`src/rtl/tnn_neuron_frame.sv`:
```
// Serial feature framer for one ternary-NN neuron: collects up to six 3-bit
// features, settles the neuron inputs, samples the decision and hands it on.
module tnn_neuron_frame #(
  parameter int unsigned N_FEAT = 6,
  parameter int unsigned FEAT_W = 3,
  parameter int unsigned SETTLE = 1
) (
  input  logic              clk,
  input  logic              rst_n,
  input  logic              in_valid,
  output logic              in_ready,
  input  logic [FEAT_W-1:0] in_feat,
  input  logic              in_last,
  output logic [FEAT_W-1:0] input_a,
  output logic [FEAT_W-1:0] input_b,
  output logic [FEAT_W-1:0] input_c,
  output logic [FEAT_W-1:0] input_d,
  output logic [FEAT_W-1:0] input_e,
  output logic [FEAT_W-1:0] input_f,
  input  logic              cgp_out,
  output logic              out_valid,
  input  logic              out_ready,
  output logic              out_class,
  output logic              out_err,
  output logic [7:0]        out_seq
);

  localparam int unsigned IDX_W = 3;
  localparam int unsigned CNT_W = 4;
  localparam int unsigned SEQ_W = 8;
  localparam logic [IDX_W-1:0] LAST_IDX  = IDX_W'(N_FEAT - 1);
  localparam logic [CNT_W-1:0] SETTLE_LD = CNT_W'(SETTLE - 1);

  typedef enum logic [1:0] {
    S_FILL   = 2'd0,
    S_SETTLE = 2'd1,
    S_HOLD   = 2'd2
  } state_e;

  state_e             state_q, state_d;
  logic               ready_en_q;
  logic               in_ready_q, in_ready_d;
  logic [IDX_W-1:0]   idx_q, idx_d;
  logic               err_q, err_d;
  logic [CNT_W-1:0]   cnt_q, cnt_d;
  logic [FEAT_W-1:0]  slot_q [N_FEAT];
  logic [FEAT_W-1:0]  slot_d [N_FEAT];
  logic               out_valid_q, out_valid_d;
  logic               out_class_q, out_class_d;
  logic               out_err_q, out_err_d;
  logic [SEQ_W-1:0]   out_seq_q, out_seq_d;
  logic               accept_c;
  logic               deliver_c;

  assign accept_c  = in_valid & in_ready_q;
  assign deliver_c = out_valid_q & out_ready;

  // Next-state and datapath update for the fill / settle / hold cycle.
  always_comb begin
    state_d     = state_q;
    idx_d       = idx_q;
    err_d       = err_q;
    cnt_d       = cnt_q;
    slot_d      = slot_q;
    out_valid_d = out_valid_q;
    out_class_d = out_class_q;
    out_err_d   = out_err_q;
    out_seq_d   = out_seq_q;

    case (state_q)
      S_FILL: begin
        if (accept_c) begin
          // First beat of a frame wipes the previous frame's tail slots.
          if (idx_q == '0) begin
            for (int unsigned i = 1; i < N_FEAT; i++) begin
              slot_d[i] = '0;
            end
          end
          for (int unsigned i = 0; i < N_FEAT; i++) begin
            if (idx_q == IDX_W'(i)) begin
              slot_d[i] = in_feat;
            end
          end
          idx_d = idx_q + IDX_W'(1);
          if (in_last != (idx_q == LAST_IDX)) begin
            err_d = 1'b1;
          end
          if (in_last || (idx_q == LAST_IDX)) begin
            state_d = S_SETTLE;
            cnt_d   = SETTLE_LD;
          end
        end
      end
      S_SETTLE: begin
        if (cnt_q == '0) begin
          out_class_d = cgp_out;
          out_err_d   = err_q;
          out_valid_d = 1'b1;
          state_d     = S_HOLD;
        end else begin
          cnt_d = cnt_q - CNT_W'(1);
        end
      end
      S_HOLD: begin
        if (deliver_c) begin
          out_valid_d = 1'b0;
          out_seq_d   = out_seq_q + SEQ_W'(1);
          idx_d       = '0;
          err_d       = 1'b0;
          state_d     = S_FILL;
        end
      end
      default: begin
        state_d = S_FILL;
      end
    endcase

    in_ready_d = ready_en_q && (state_d == S_FILL);
  end

  always_ff @(posedge clk or negedge rst_n) begin
    if (!rst_n) begin
      state_q     <= S_FILL;
      ready_en_q  <= 1'b0;
      in_ready_q  <= 1'b0;
      idx_q       <= '0;
      err_q       <= 1'b0;
      cnt_q       <= '0;
      for (int unsigned i = 0; i < N_FEAT; i++) begin
        slot_q[i] <= '0;
      end
      out_valid_q <= 1'b0;
      out_class_q <= 1'b0;
      out_err_q   <= 1'b0;
      out_seq_q   <= '0;
    end else begin
      state_q     <= state_d;
      ready_en_q  <= 1'b1;
      in_ready_q  <= in_ready_d;
      idx_q       <= idx_d;
      err_q       <= err_d;
      cnt_q       <= cnt_d;
      slot_q      <= slot_d;
      out_valid_q <= out_valid_d;
      out_class_q <= out_class_d;
      out_err_q   <= out_err_d;
      out_seq_q   <= out_seq_d;
    end
  end

  assign in_ready  = in_ready_q;
  assign input_a   = slot_q[0];
  assign input_b   = slot_q[1];
  assign input_c   = slot_q[2];
  assign input_d   = slot_q[3];
  assign input_e   = slot_q[4];
  assign input_f   = slot_q[5];
  assign out_valid = out_valid_q;
  assign out_class = out_class_q;
  assign out_err   = out_err_q;
  assign out_seq   = out_seq_q;

endmodule

```
`config.mk`:
```
export PLATFORM = sky130hd
export DESIGN_NAME = tnn_neuron_frame
export DESIGN_NICKNAME = d
export VERILOG_FILES = /design/src/rtl/tnn_neuron_frame.sv
export SDC_FILE = /design/constraint.sdc
export NUM_CORES = 1
export LEC_CHECK = 0
export ABC_AREA = 1
export BUFFER_PORTS_ARGS = -buffer_cell sky130_fd_sc_hd__buf_4
export CAP_MARGIN = 10
export CORE_ASPECT_RATIO = 1.25
export CORE_MARGIN = 5
export CORE_UTILIZATION = 40
export CTS_CLUSTER_SIZE = 8
export DETAILED_ROUTE_END_ITERATION = 10
export PLACE_DENSITY = 0.6
export SETUP_SLACK_MARGIN = 0.4
export SLEW_MARGIN = 5
export SYNTH_ARGS = -nofsm -noshare
export SYNTH_HDL_FRONTEND = slang
export SYNTH_SLANG_ARGS = --single-unit
```
`constraint.sdc`:
```
create_clock -name clk -period 2.6 [get_ports clk]
set_input_delay 0.26 -clock clk [delete_from_list [all_inputs] [get_ports clk]]
set_output_delay 0.26 -clock clk [all_outputs]
set_load 0.05 [all_outputs]
```
==> metrics.cfg, run 1 <==
[worst_setup_path]
critPathMostFrequentCell=nand2_1
crit_cells=9
critical_path.top_delay_family=adder cells
max_stage_delay_ps=400
crit_chain=inv_1, ha_1, nand2_1, ha_1, inv_1, nand2_1, nand2_2, nand2_1, o21ai_1
crit_arrival_ps=1910
setup.worst_path.end_class=flip-flop
critical_path_peak_fanout=8
crit_required_ps=2820
critical_path.n_buffers_inverters=2
crit_type=flip-flop to flip-flop
cp-start-kind=flip-flop
critPathSlowestCell=dfrtp_1
timing.reg2reg.worst_path_depth=9

[cts]
clk-insertion-delay-late_ps=290
cts_made_buffers=5
clock_path_buffers=2
cts_tree=done
clockRootBuffer=clkbuf_8
clk_transition_reported_paths_ps=70
ctsHtreeMaxLevel=2
tritoncts_num_sinks=41

[flow_run]
drv.max_cap_violation_count=0

[yosys]
synth.cell_area_um2=1990
synth_seq_area_share=0.515
postSynthRegisterBits=41
netlist_instances=231
ys_types=22
synth_area_per_cell_um2=8.62
yosys.area.top_type_share=0.515
synthTopCellsByArea=dfrtp_1, nand2_1, ha_1
synth_fp_nets=249
library_cell_occupying_the_most_area_in_the_post_synthesis_netlist=dfrtp_1
yosys_warnings=0

[timing]
timing.slew.headroom=0.654
fin_worst_skew_ps=6.61
timing_hold_violations_final=0
final.period_utilization=0.650
setup_viol_count_final=0
slew_violations=0
max_slew.worst_pin.slew_ps=519
grt_setup_unrepaired=false
tns_ps=0
layout_min_cycle_time_ps=1690
fmax_mhz=592

[cells_and_area]
multi_input_comb_area_um2=841
filler_cell_count_in_the_final_layout=474
layout.cells.most_common_list=nand2_1, dfrtp_1, buf_4, inv_1, nand3_1
drive_gt1_frac=0.215
areaGrowthSynthToFinish_pct=22.6
layout.cells.most_common=nand2_1
antennaDiodeCount=0
sequential_cell_area_um2=1030
finalNetCount=291

[power]
power_density_nw_per_um2=1280
report.power.total_uw=3120
power_leakage_uw=0.00127
vdd_drop_max_v=0.000575

[drt]
route.antenna.remaining_nets=0
first_iter_violations=91
drt-total-wl_um=4010
route.detailed.drc=0
vias_per_cell=4.75
routed_wire_length_per_instance_um=12.0
detail_route.first_pass.iterations=4
detailroute.via_count=1587

[global_route]
largest_net_degree_at_the_start_of_global_routing=42
grt_busiest_layer=met2
met2_usage=0.235
first_global_vias=1543
overflow=0
global_route.usage.met1=0.159
globalRouteTotalUtil=0.138
grt_first_pass_wirelength_um=6910
grt_util_met3=0.0364
antenna_violations_before_repair=0

[die]
dieHeight_um=88.9
core_area_um2=4800
design.die.area_um2=6500
die_w_um=73.1
initial_utilization=0.415
ios=39
fp_rows=28

[placement]
io_buffers=38
place.detailed.hpwl_um=2950
gpl.final_weighted_congestion=0.724

[min_path]
worst_hold_path_type=input pin to flip-flop
whs_path_depth=3

[run_status]
run_status=finished clean

[final timing paths]
path | start | endpoint | slack (ps)
worst max register to register | idx_q[1] | cnt_q[2] | 910
worst min-delay path | cgp_out | out_class | 210
worst max-delay path | idx_q[1] | cnt_q[2] | 910
max in group asynchronous | rst_n | input_c[1] | 1750
worst min register to register | input_a[2] | input_a[2] | 470
min in group asynchronous | rst_n | input_e[2] | 480
[final cells by class]
cell class / instances / share of cell area
tap: 60 / 0.0308
clock buffer: 7 / 0.0354
sequential: 41 / 0.421
timing repair buffer: 39 / 0.121
clock inverter: 1 / 0.0123
multi-input combinational: 163 / 0.345
inverter: 23 / 0.0354
[registers in the layout, indices dropped and copies added (netlist names), 3 cells and up]
signal,flops
out_seq,8
input_a,3
idx_q,3
input_d,3
input_b,3
input_e,3
input_c,3
input_f,3
cnt_q,4
[synth_stat cells, drive strengths merged]
library cell	number
conb	1
nor2	15
o22ai	1
nand2	83
nand3b	2
xnor2	3
o21ai	24
nand4	4
clkbuf	1
ha	9
xor2	2
inv	23
nand3	19
buf	3
dfrtp	41
[worst reg2reg max path: cells and delay by family, from the launching register on]
kind / cells / cell delay (ps)
flip-flops: 1 / 400
buffers and inverters: 2 / 180
AO/OA/AOI/OAI: 1 / 60
adder cells (fa/ha/maj): 2 / 520
AND/OR/NAND/NOR: 4 / 460
[per-layer routing]
metal / routed length [um] / part of all wire / vias to the layer above
met1: 1730 / 0.43 / 737
li1: - / - / 816
met3: 207 / 0.052 / 7
met4: 79 / 0.020 / 0
met2: 1990 / 0.50 / 27
met5: 0 / 0 / -
[cell families (layout without fill, tap and decap cells)]
group / count (synthesis) / in the layout / share of synthesized area
buf+inv: 27 / 70 / 0.0622
fa+ha+maj: 9 / 9 / 0.0566
simple gates: 123 / 123 / 0.277
xor+xnor: 5 / 5 / 0.0220
compound gates: 25 / 25 / 0.0654
flops: 41 / 41 / 0.515
other cells: 1 / 1 / 0.00188
[metrics by stage]
stage | std cells | instance area (um^2) | util | setup slack (ps) | hold WS, ps
global placement | 325 | 2310 | 0.482 | 1020 | 272
finish | 334 | 2440 | 0.508 | 911 | 206
detailed placement | 325 | 2310 | 0.482 | 945 | 272
CTS | 334 | 2440 | 0.508 | 921 | 195
global route | 334 | 2440 | 0.508 | 750 | 207
floorplan | 231 | 1990 | - | 1080 | -35.6
[power breakdown]
group / switching, uW / internal (uW) / leakage [uW]
Combinational: 1100 / 456 / 0.000680
Clock: 216 / 313 / 0.0000585
Sequential: 175 / 864 / 0.000531
Total: 1490 / 1630 / 0.00127
[repair_timing]
item                                   4_1_cts  5_1_grt
endpoints found under the hold margin       41        0
resized for setup                            0        0
hold buffers                                 1        0
buffers inserted                             0        0
(Power assumes the default switching activity.)
==> inputs of run 2 (changes only) <==
Settings changed: PLACE_DENSITY 0.6 to 0.62.
Clock period 2.6 ns to 1.42 ns, I/O delays scaled along.
==> run 2 against run 1 <==
  * Global-route usage increased by 2.7 points
  * Sequential cell count is the same
  * Routed wire length up 38%
  * Critical endpoint is now in_ready
  * Final area grew 42%
==> metrics.cfg, run 2 (synthesized netlist as in run 1, its figures left out) <==
[run_status]
run_status=finished clean

[drt]
drt-total-wl_um=5520  ; +38%
vias_per_cell=4.81  ; +1.2%
route.detailed.drc=0  ; unchanged
detail_route.first_pass.iterations=4  ; unchanged
first_iter_violations=78  ; -14%
route.antenna.remaining_nets=0  ; unchanged
detailroute.via_count=1885  ; +19%
routed_wire_length_per_instance_um=14.1  ; +17%

[cells_and_area]
largest_register_ff_count=8  ; unchanged
layout.cells.most_common_list=buf_4, nand2_1, buf_6, dfrtp_1, nand2_2
instances_no_fill=392  ; +17%
sequential_cell_area_um2=1040  ; +1.5%
multi_input_comb_area_um2=1260  ; +49%
finalNetCount=349  ; +20%
filler_cell_count_in_the_final_layout=346  ; -27%
layout.cells.most_common=buf_4
drive_gt1_frac=0.608  ; +0.393
antennaDiodeCount=0  ; unchanged
areaGrowthSynthToFinish_pct=74.2

[cts]
cts_made_buffers=5  ; unchanged
clockRootBuffer=clkbuf_8
clock_path_buffers=2  ; unchanged
clk_transition_reported_paths_ps=80  ; about the same
ctsHtreeMaxLevel=2  ; unchanged
tritoncts_num_sinks=41  ; unchanged
clk-insertion-delay-late_ps=290  ; about the same
cts_tree=done

[timing]
timing_hold_violations_final=0  ; unchanged
final.period_utilization=0.922  ; +0.272
whs_ps=76.8  ; -129 ps
layout_min_cycle_time_ps=1310  ; -380 ps
fin_worst_skew_ps=4.30  ; -2.31 ps
setup_viol_count_final=0  ; unchanged
slew_violations=0  ; unchanged
fmax_mhz=764  ; +29%
post-route-worst-setup-slack_ps=111  ; -800 ps
max_slew.worst_pin.slew_ps=542  ; +23.5 ps
grt_setup_unrepaired=true
timing.slew.headroom=0.638  ; -0.0157
tns_ps=0  ; unchanged

[die]
core_area_um2=4800  ; unchanged
fp_rows=28  ; unchanged
initial_utilization=0.415  ; unchanged
die_w_um=73.1  ; unchanged
dieHeight_um=88.9  ; unchanged
ios=39  ; unchanged
design.die.area_um2=6500  ; unchanged

[global_route]
antenna_violations_before_repair=0  ; unchanged
first_global_vias=1878  ; +22%
globalRouteTotalUtil=0.165  ; +0.0273
grt_first_pass_wirelength_um=8250  ; +19%
overflow=0  ; unchanged
largest_net_degree_at_the_start_of_global_routing=42  ; unchanged

[worst_setup_path]
critical_path_peak_fanout=5  ; -3
r2r_setup_slack_ps=110  ; -800 ps
crit_arrival_ps=1490  ; -420 ps
cp-start-kind=flip-flop
setup.worst_path.end_class=flip-flop
crit_required_ps=1600  ; -1220 ps
crit_type=flip-flop to flip-flop

[power]
power_switching_uw=3780  ; +150%
combinationalPowerShare=0.651  ; +0.153
power.clock.fraction=0.094  ; -0.075
p_sw_frac=0.470  ; -0.00709
vdd_drop_max_v=0.00124  ; +120%
power_density_nw_per_um2=2320  ; +81%
internal_power_uw=4260  ; +160%
p_seq_frac=0.255  ; -0.078
power_leakage_uw=0.00172  ; +35%

[placement]
dp_slack_ps=75.1  ; -869 ps
placedCellCount=332  ; +2.2%
gpl.final_weighted_congestion=0.779  ; +7.5%
place.detailed.hpwl_um=3110  ; +5.2%
io_buffers=38  ; unchanged

[min_path]
worst_hold_path_type=input pin to flip-flop

[flow_run]
drv.max_cap_violation_count=0  ; unchanged

==> run 2: cell types whose count changed in the layout (fill, tap and decap cells not counted), moves of 11 or more <==
cell and change:
o21ai_0 -15, nand2_2 +14, buf_6 +43, inv_1 -11, nand2_1 -31, buf_4 +13, dfrtp_1 -12, nand2_4 +17
dfrtp_2 +12
==> run 2: worst max-delay path, stage by stage, from the launching register on <==
cell     delay (ps)
dfrtp_1         400
inv_2            90
ha_4            140
nand2_4          70
buf_12          130
nor2_4          120
nand2_4         100
o21ai_4          80
nor2_1           70
==> run 2: final timing paths <==
path | from | endpoint | cells past startpoint
setup reg to reg | cnt_q[1] | in_ready | 8
setup / recovery | cnt_q[1] | in_ready | 8
min in group asynchronous | rst_n | input_f[1] | 2
hold / removal | cgp_out | out_class | 3
hold reg to reg | ready_en_q | in_ready | 2
max in group asynchronous | rst_n | out_seq[6] | 2
==> run 2: power groups by stage <==
stage               clock, uW  combinational, uW  sequential [uW]
finish                    753               5240             2050
detailed placement          0               3210             1960
floorplan                   0               1390             2880
CTS                       772               4070             2000
global route              821               5580             2110
global placement            0               3180             1950
==> run 2: area by class of cell <==
type,instances,share of cell area
multi-input cells,163,0.362
flip-flops and latches,41,0.300
repair buffers,97,0.264
inverters,23,0.0278
well taps,60,0.0216
clock buffers,6,0.0209
clock inverters,2,0.00289
==> run 2: per-stage QoR <==
step | power [uW] | utilization | cell area (um^2)
2_1_floorplan | 4270 | - | 2110
3_3_place_gp | 5130 | 0.516 | 2480
3_5_place_dp | 5170 | 0.516 | 2480
4_1_cts | 6840 | 0.630 | 3020
5_1_grt | 8500 | 0.723 | 3470
6_report | 8040 | 0.723 | 3470
==> run 2: what timing repair did <==
action	in CTS	in global routing
pin swaps	20	31
hold endpoints to repair	41	0
endpoints found under the setup margin	60	68
hold buffers	1	0
buffers inserted	27	24
gates resized for setup	73	68
==> run 2: metal layers <==
layer,track usage,wire [um],vias to the layer above
li1,-,-,931
met1,0.181,2160,897
met2,0.299,3030,43
met3,0.0409,208,14
met4,0.0705,133,0
met5,0,0,-
==> inputs of run 3 (changes only) <==
==> constraint.sdc (replaced) <==
create_clock -name clk -period 1.42 [get_ports clk]
set_input_delay 0.284 -clock clk [delete_from_list [all_inputs] [get_ports clk]]
set_output_delay 0.284 -clock clk [all_outputs]
set_load 0.05 [all_outputs]
==> run 3 against run 2 <==
  * First-iteration DRC count rose by 15%
  * Cell count rose by 1.5%
  * Utilization shrank 1.1 points
  * Non-clock buffer count up 6
  * Final area down 1.6%
  * Clock skew increased by 0.91 ps
  * Largest cell class unchanged
  * Highest routed layer unchanged
==> metrics.cfg, run 3 (synthesized netlist as in run 1, its figures left out) <==
[timing]
whs_ps=231  ; +154 ps
max_slew.worst_pin.slew_ps=525  ; -17.6 ps
tns_ps=0  ; unchanged
grt_setup_unrepaired=true
timing.slew.headroom=0.650  ; +0.0117
post-route-worst-setup-slack_ps=103  ; -7.35 ps
fmax_mhz=760  ; -0.56%
layout_min_cycle_time_ps=1320  ; +7.35 ps
slew_violations=0  ; unchanged
final.period_utilization=0.927  ; +0.00517
timing_hold_violations_final=0  ; unchanged
fin_worst_skew_ps=5.21  ; +0.906 ps
setup_viol_count_final=0  ; unchanged

[worst_setup_path]
crit_type=flip-flop to flip-flop
cp-start-kind=flip-flop
critical_path_peak_fanout=7  ; +2
max_stage_delay_ps=390  ; about the same
startpoint=cnt_q[1]
crit_chain=inv_2, ha_4, nand2_4, o21ai_4, nand2_4, buf_4
critPathMostFrequentCell=nand2_4
setup.worst_path.end_class=flip-flop
crit_required_ps=1610  ; about the same
rr_startpoint=cnt_q[1]
crit_arrival_ps=1500  ; about the same
critPathSlowestCell=dfrtp_1

[cells_and_area]
layout.cells.most_common=buf_4
filler_cell_count_in_the_final_layout=352  ; +1.7%
antennaDiodeCount=0  ; unchanged
layout.cells.most_common_list=buf_4, nand2_1, buf_6, dfrtp_1, nand2_4
areaGrowthSynthToFinish_pct=71.5
largest_register_ff_count=8  ; unchanged
finalNetCount=355  ; +1.7%
drive_gt1_frac=0.586  ; -0.0226

[die]
die_w_um=73.1  ; unchanged
design.die.area_um2=6500  ; unchanged
fp_rows=28  ; unchanged
core_area_um2=4800  ; unchanged
initial_utilization=0.415  ; unchanged
dieHeight_um=88.9  ; unchanged
ios=39  ; unchanged

[drt]
detailroute.via_count=1880  ; -0.27%
vias_per_cell=4.72  ; -1.8%
route.antenna.remaining_nets=0  ; unchanged
routed_wire_length_per_instance_um=13.3  ; -5.5%
first_iter_violations=90  ; +15%
route.detailed.drc=0  ; unchanged
drt-total-wl_um=5300  ; -4.1%
detail_route.first_pass.iterations=4  ; unchanged

[global_route]
grt_first_pass_wirelength_um=8560  ; +3.7%
globalRouteTotalUtil=0.171  ; +0.00547
largest_net_degree_at_the_start_of_global_routing=42  ; unchanged
overflow=0  ; unchanged
antenna_violations_before_repair=0  ; unchanged
first_global_vias=1922  ; +2.3%

[min_path]
worstHoldStart=cgp_out
worst_hold_path_type=input pin to flip-flop

[cts]
clock_path_buffers=2  ; unchanged
cts_tree=done
cts_made_buffers=5  ; unchanged
clk_transition_reported_paths_ps=80  ; about the same
clockRootBuffer=clkbuf_8
clk-insertion-delay-late_ps=290  ; about the same
ctsHtreeMaxLevel=2  ; unchanged
tritoncts_num_sinks=41  ; unchanged

[power]
vdd_drop_max_v=0.00126  ; +1.8%
power_density_nw_per_um2=2270  ; -1.9%
power_leakage_uw=0.00173  ; +0.45%
report.power.total_uw=7770  ; -3.4%

[placement]
place.detailed.hpwl_um=3110  ; unchanged
io_buffers=38  ; unchanged
dp_slack_ps=75.1  ; unchanged
gpl.final_weighted_congestion=0.779  ; unchanged

[flow_run]
drv.max_cap_violation_count=0  ; unchanged

[run_status]
run_status=finished clean

[run 3: cell count changes in the layout (fill, tap and decap cells not counted), moves of 3 or more]
cell / delta
nand2_2: -6
buf_6: -3
inv_4: -4
nand2_1: +7
buf_4: +10
inv_2: +4
[run 3: worst paths after layout]
path                              end  slack (ps)  depth (start not counted)
setup / recovery           state_q[0]         100                          6
max in group asynchronous  state_q[1]         520                          2
setup reg to reg           state_q[0]         100                          6
hold / removal              out_class         230                          3
hold reg to reg              in_ready         500                          2
min in group asynchronous  input_d[2]         510                          2
[run 3: layout make-up]
class	count	area, um^2	share of cell area
Clock inverter	2	10.0	0.00293
Multi-Input combinational cell	163	1200	0.351
Tap cell	60	75.1	0.0220
Clock buffer	6	72.6	0.0213
Inverter	23	86.3	0.0253
Sequential cell	41	1040	0.304
Timing Repair Buffer	103	933	0.273
[run 3: per-layer routing]
layer / vias up / wire [um] / global-route usage
met2: 45 / 2810 / 0.314
met3: 12 / 223 / 0.0398
met5: - / 0 / 0
met4: 0 / 140 / 0.0638
li1: 949 / - / -
met1: 874 / 2120 / 0.188
[run 3: critical path, delay by kind of cell (launching register included)]
kind | cells | cell delay (ps)
AO/OA/AOI/OAI | 1 | 280
adder cells (fa/ha/maj) | 1 | 150
buffers and inverters | 2 | 240
flip-flops | 1 | 390
AND/OR/NAND/NOR | 2 | 150
[run 3: report_power, final]
part	internal (uW)	switching, uW	leakage, uW	total, uW
clock	341	412	0.0000450	753
sequential	1600	392	0.000518	1990
combinational	2200	2820	0.00116	5020
[run 3: per-stage QoR]
step	cell area [um^2]	utilization	std cells
global placement	2480	0.516	332
finish	3410	0.711	398
detailed placement	2480	0.516	332
global route	3410	0.711	398
CTS	3150	0.656	377
floorplan	2110	-	231
[run 3: timing repair]
| item | in CTS | in global routing |
|---|---|---|
| buffers inserted | 36 | 21 |
| hold buffers | 1 | 0 |
| pin swaps | 23 | 26 |
| endpoints found under the setup margin | 70 | 70 |
| gates cloned | 0 | 0 |
| gates resized for setup | 86 | 34 |
| endpoints found under the hold margin | 41 | 0 |
